[src/rtl/mux_2to1.sv]
// Two-input N-bit word mux with a registered copy and a saturating select-switch counter.
// Define MUX21_PARITY_EN to add the registered even-parity output y_par.
module mux_2to1 #(
  parameter int unsigned N     = 32,
  parameter int unsigned CNT_W = 16
) (
  input  logic             clk,
  input  logic             rst,
  input  logic [N-1:0]     a,
  input  logic [N-1:0]     b,
  input  logic             s,
  output logic [N-1:0]     y,
  output logic [N-1:0]     y_q,
  output logic             s_q,
`ifdef MUX21_PARITY_EN
  output logic             y_par,
`endif
  output logic [CNT_W-1:0] sw_cnt
);

  logic             s_prev_q;
  logic [CNT_W-1:0] sw_cnt_d;
  logic [CNT_W-1:0] sw_cnt_q;

  assign y = s ? b : a;

  // Count sampled select changes, holding at all-ones instead of wrapping.
  always_comb begin
    sw_cnt_d = sw_cnt_q;
    if ((s != s_prev_q) && !(&sw_cnt_q)) begin
      sw_cnt_d = sw_cnt_q + 1'b1;
    end
  end

  always_ff @(posedge clk) begin
    if (rst) begin
      y_q      <= '0;
      s_q      <= 1'b0;
      s_prev_q <= 1'b0;
      sw_cnt_q <= '0;
    end else begin
      y_q      <= y;
      s_q      <= s;
      s_prev_q <= s;
      sw_cnt_q <= sw_cnt_d;
    end
  end

`ifdef MUX21_PARITY_EN
  logic y_par_q;

  always_ff @(posedge clk) begin
    if (rst) begin
      y_par_q <= 1'b0;
    end else begin
      y_par_q <= ^y;
    end
  end

  assign y_par = y_par_q;
`endif

  assign sw_cnt = sw_cnt_q;

endmodule

[config.mk]
export PLATFORM = sky130hd
export DESIGN_NAME = mux_2to1
export DESIGN_NICKNAME = d
export VERILOG_FILES = /design/src/rtl/mux_2to1.sv
export SDC_FILE = /design/constraint.sdc
export NUM_CORES = 1
export LEC_CHECK = 0
export ABC_CLOCK_PERIOD_IN_PS = 1900
export CAP_MARGIN = 10
export CELL_PAD_IN_SITES_DETAIL_PLACEMENT = 1
export CELL_PAD_IN_SITES_GLOBAL_PLACEMENT = 2
export CORE_MARGIN = 4
export CORE_UTILIZATION = 17
export DETAILED_ROUTE_END_ITERATION = 16
export PLACE_DENSITY = 0.77
export SYNTH_ARGS = -nofsm -noshare
export SYNTH_HDL_FRONTEND = slang
export SYNTH_SLANG_ARGS = --single-unit
[constraint.sdc]
create_clock -name clk -period 1.9 [get_ports clk]
set_clock_uncertainty 0.2 [all_clocks]
set_input_delay 0.38 -clock clk [delete_from_list [all_inputs] [get_ports clk]]
set_output_delay 0.38 -clock clk [all_outputs]
set_load 0.02 [all_outputs]
==> key figures <==
Synth
  • Top FF cell, synth: dfxtp_1
  • Top-area cell type share of the netlist area: 0.456
  • Async S/R FF share, synth: 0
  • Ranking of synthesized cells by area: dfxtp_1 (46%), mux2_2 (17%), nor2b_1 (10%)
  • Synth warn: 0
  • Yosys reg bits: 49
  • Cell count after synthesis: 206
  • Seq/Total Area, Yosys: 0.456
  • Post-Syn Area: 2150 sq um
  • EDFF count, synth: 0
  • Leading area contributor after synthesis: dfxtp_1
  • Syn_area_per_cell: 10.4 sq um
  • Synth cell types: 35
  • Synth Net Count: 274

CTS
  • H-tree depth: 2
  • CTS tree: done
  • Root Buffer: clkbuf_16
  • Clk_lat worst skew: 0.30 ns
  • Max Buffers Root-to-Sink: 2
  • CTS Sinks: 49
  • Clk slew on worst S/H paths: 0.07 ns
  • Inserted Clock Buffers: 5

Power
  • Power density over cell area: 706 nW/um^2
  • Final Power: 2.93 mW
  • P_leak: 1.71 nW
  • Maximum vdd drop: 0.476 mV

Setup path
  • CP delay by family, top: buffers and inverters
  • Crit end category: output port
  • Crit-path slowest cell: mux2_2
  • Critical path class: input port to output port
  • CP Data Required Time: 1.32 ns
  • Critical Path AT: 1.28 ns
  • Chain of cells forming the critical path: buf_8, bufbuf_16, mux2_2, buf_4
  • Crit path largest cell delay: 0.35 ns
  • Startpoint Class: input port
  • CP max FO: 6
  • Crit path buf inv count: 3

Layout
  • Share of layout cells above drive strength 1: 0.301
  • Utilization after layout: 0.340
  • # diodes: 0
  • Layout Area Growth over Synthesis: 92.9%
  • Layout fillers: 1402
  • Final nets: 446

Floorplan
  • Die height: 120 microns
  • Initial Util: 0.176
  • DIE WIDTH: 120 microns
  • I/O pins: 148
  • Row count: 40
  • Core area: 12200 sq um
  • Die footprint: 14500 sq um

Timing
  • Worst Tran Pin Value: 0.455 ns
  • FMAX: 539 MHz
  • Final hold vios: 0
  • Slew HR: 0.697
  • Worst Hold Slack: 0.317 ns
  • Setup TNS: 0 ns
  • Slew Viols, Final: 0
  • # setup viols final: 0
  • RSZ-0062 raised after global routing: true
  • Tcrit/Tclk final: 0.977
  • Crit path time final: 1.86 ns

Routing
  • Vias: 2246
  • Starting DRT DRC Count: 49
  • Antenna-violating nets left: 0
  • WL per Instance: 15.0 microns
  • DR pass1 iterations: 4
  • Number of remaining DRC errors: 0
  • Vias per inst: 4.11
  • Total wire length: 8.21 mm

Global route
  • GRT overflow: 0
  • Gr usage total: 0.116
  • Vias in the first global route: 2522
  • Initial antenna violation count: 0
  • Global-route wire length before repair: 13.2 mm
  • Largest net degree at the start of global routing: 24

Status
  • Status: finished clean

Placement
  • Number of port buffers: 147
  • Post-DP HPWL: 6.36 mm
  • Gp weighted congestion: 0.712

Flow run
  • Max Cap Violations: 0

Worst hold path
  • HP Class: input port to register
-- routing by layer --
layer | share of wire | routed length, microns | GRT usage | vias up
li1 | - | - | - | 1082
met1 | 0.37 | 3030 | 0.120 | 1064
met2 | 0.52 | 4240 | 0.204 | 90
met3 | 0.095 | 781 | 0.0533 | 10
met4 | 0.020 | 166 | 0.0460 | 0
met5 | 0 | 0 | 0 | -
-- flip-flops by register name (all words and copies together), names as in the netlist --
| name | count |
|---|---|
| y_q | 32 |
| sw_cnt | 16 |
| s_prev_q | 1 |
-- synthesized netlist by cell type (2+ instances only) --
master / count
inv_1: 4
nand3_1: 8
a21oi_1: 7
and4_1: 2
o21ai_0: 2
nand4_1: 4
mux2_2: 32
o21bai_1: 2
and3_1: 3
nand2_1: 5
clkbuf_1: 9
a41oi_1: 2
nor2_1: 5
a211oi_1: 3
o31ai_1: 4
a31oi_1: 3
nor4_2: 3
nor3_1: 7
or4_1: 3
nor2b_1: 35
dfxtp_1: 49
-- placed cells by master, fill, tap and decap left out, types with 3 or more instances in the layout --
| cell type | count |
|---|---|
| dlygate4sd2_1 | 15 |
| clkdlybuf4s50_1 | 96 |
| nand4_1 | 4 |
| or4_1 | 3 |
| mux2_2 | 32 |
| nor2_1 | 5 |
| a21oi_1 | 7 |
| nor2b_1 | 35 |
| inv_1 | 4 |
| and3_1 | 3 |
| buf_4 | 25 |
| nand3_1 | 7 |
| buf_2 | 31 |
| dfxtp_1 | 47 |
| clkbuf_16 | 5 |
| o31ai_1 | 4 |
| a31oi_1 | 3 |
| a211oi_1 | 3 |
| nor3_1 | 7 |
| nand2_1 | 5 |
-- power breakdown --
| group | total, mW | internal (mW) | switching [mW] |
|---|---|---|---|
| combinational | 0.658 | 0.362 | 0.297 |
| sequential | 1.10 | 1.08 | 0.0179 |
| clock | 1.17 | 0.753 | 0.418 |
-- kinds of logic (layout without fill, tap and decap cells) --
kind of cell | count (synthesis) | after routing | synth area share
flip-flops | 49 | 49 | 0.456
AND/OR/NAND/NOR | 81 | 81 | 0.240
buffers and inverters | 14 | 187 | 0.0279
AO/OA/AOI/OAI | 26 | 26 | 0.0815
adder cells (fa/ha/maj) | 1 | 1 | 0.00582
multiplexers | 33 | 33 | 0.173
XOR/XNOR | 2 | 2 | 0.0151
-- cell type report --
class                           instances  area, sq um  area share
Multi-Input combinational cell        143         1160       0.280
Tap cell                              168          210      0.0507
Sequential cell                        49          983       0.237
Clock buffer                            5          125      0.0302
Inverter                                4         15.0     0.00362
Clock inverter                          3         65.1      0.0157
Timing Repair Buffer                  175         1590       0.383
-- worst register-to-register path: stages (launching register included) --
cell     delay [ns]
dfxtp_2        0.33
ha_2           0.22
nand3_2        0.17
nor4_4         0.31
nand4_1        0.14
mux2_1         0.32
-- repair_timing --
action	4_1_cts	5_1_grt
resized for setup	133	26
hold buffers	0	0
setup endpoints to repair	48	29
setup buffers	1	1
gates cloned	2	0
pin swaps	1	3
-- stage by stage --
step                std cells  setup WS [ns]  cell area [sq um]
floorplan                 206         0.0221               2150
global placement          535         -0.328               3980
detailed placement        535         -0.328               3980
CTS                       546      -0.000288               4170
global route              547        -0.0438               4150
finish                    547         0.0431               4150
-- worst paths after layout --
check | start | endpoint | slack [ns] | cells after the start
max | s | y[31] | 0.04 | 4
min | s | y_q[1] | 0.32 | 3
max reg2reg | sw_cnt[0] | sw_cnt[14] | 0.09 | 5
min reg2reg | sw_cnt[12] | sw_cnt[11] | 0.38 | 2
(Power assumes the default switching activity.)
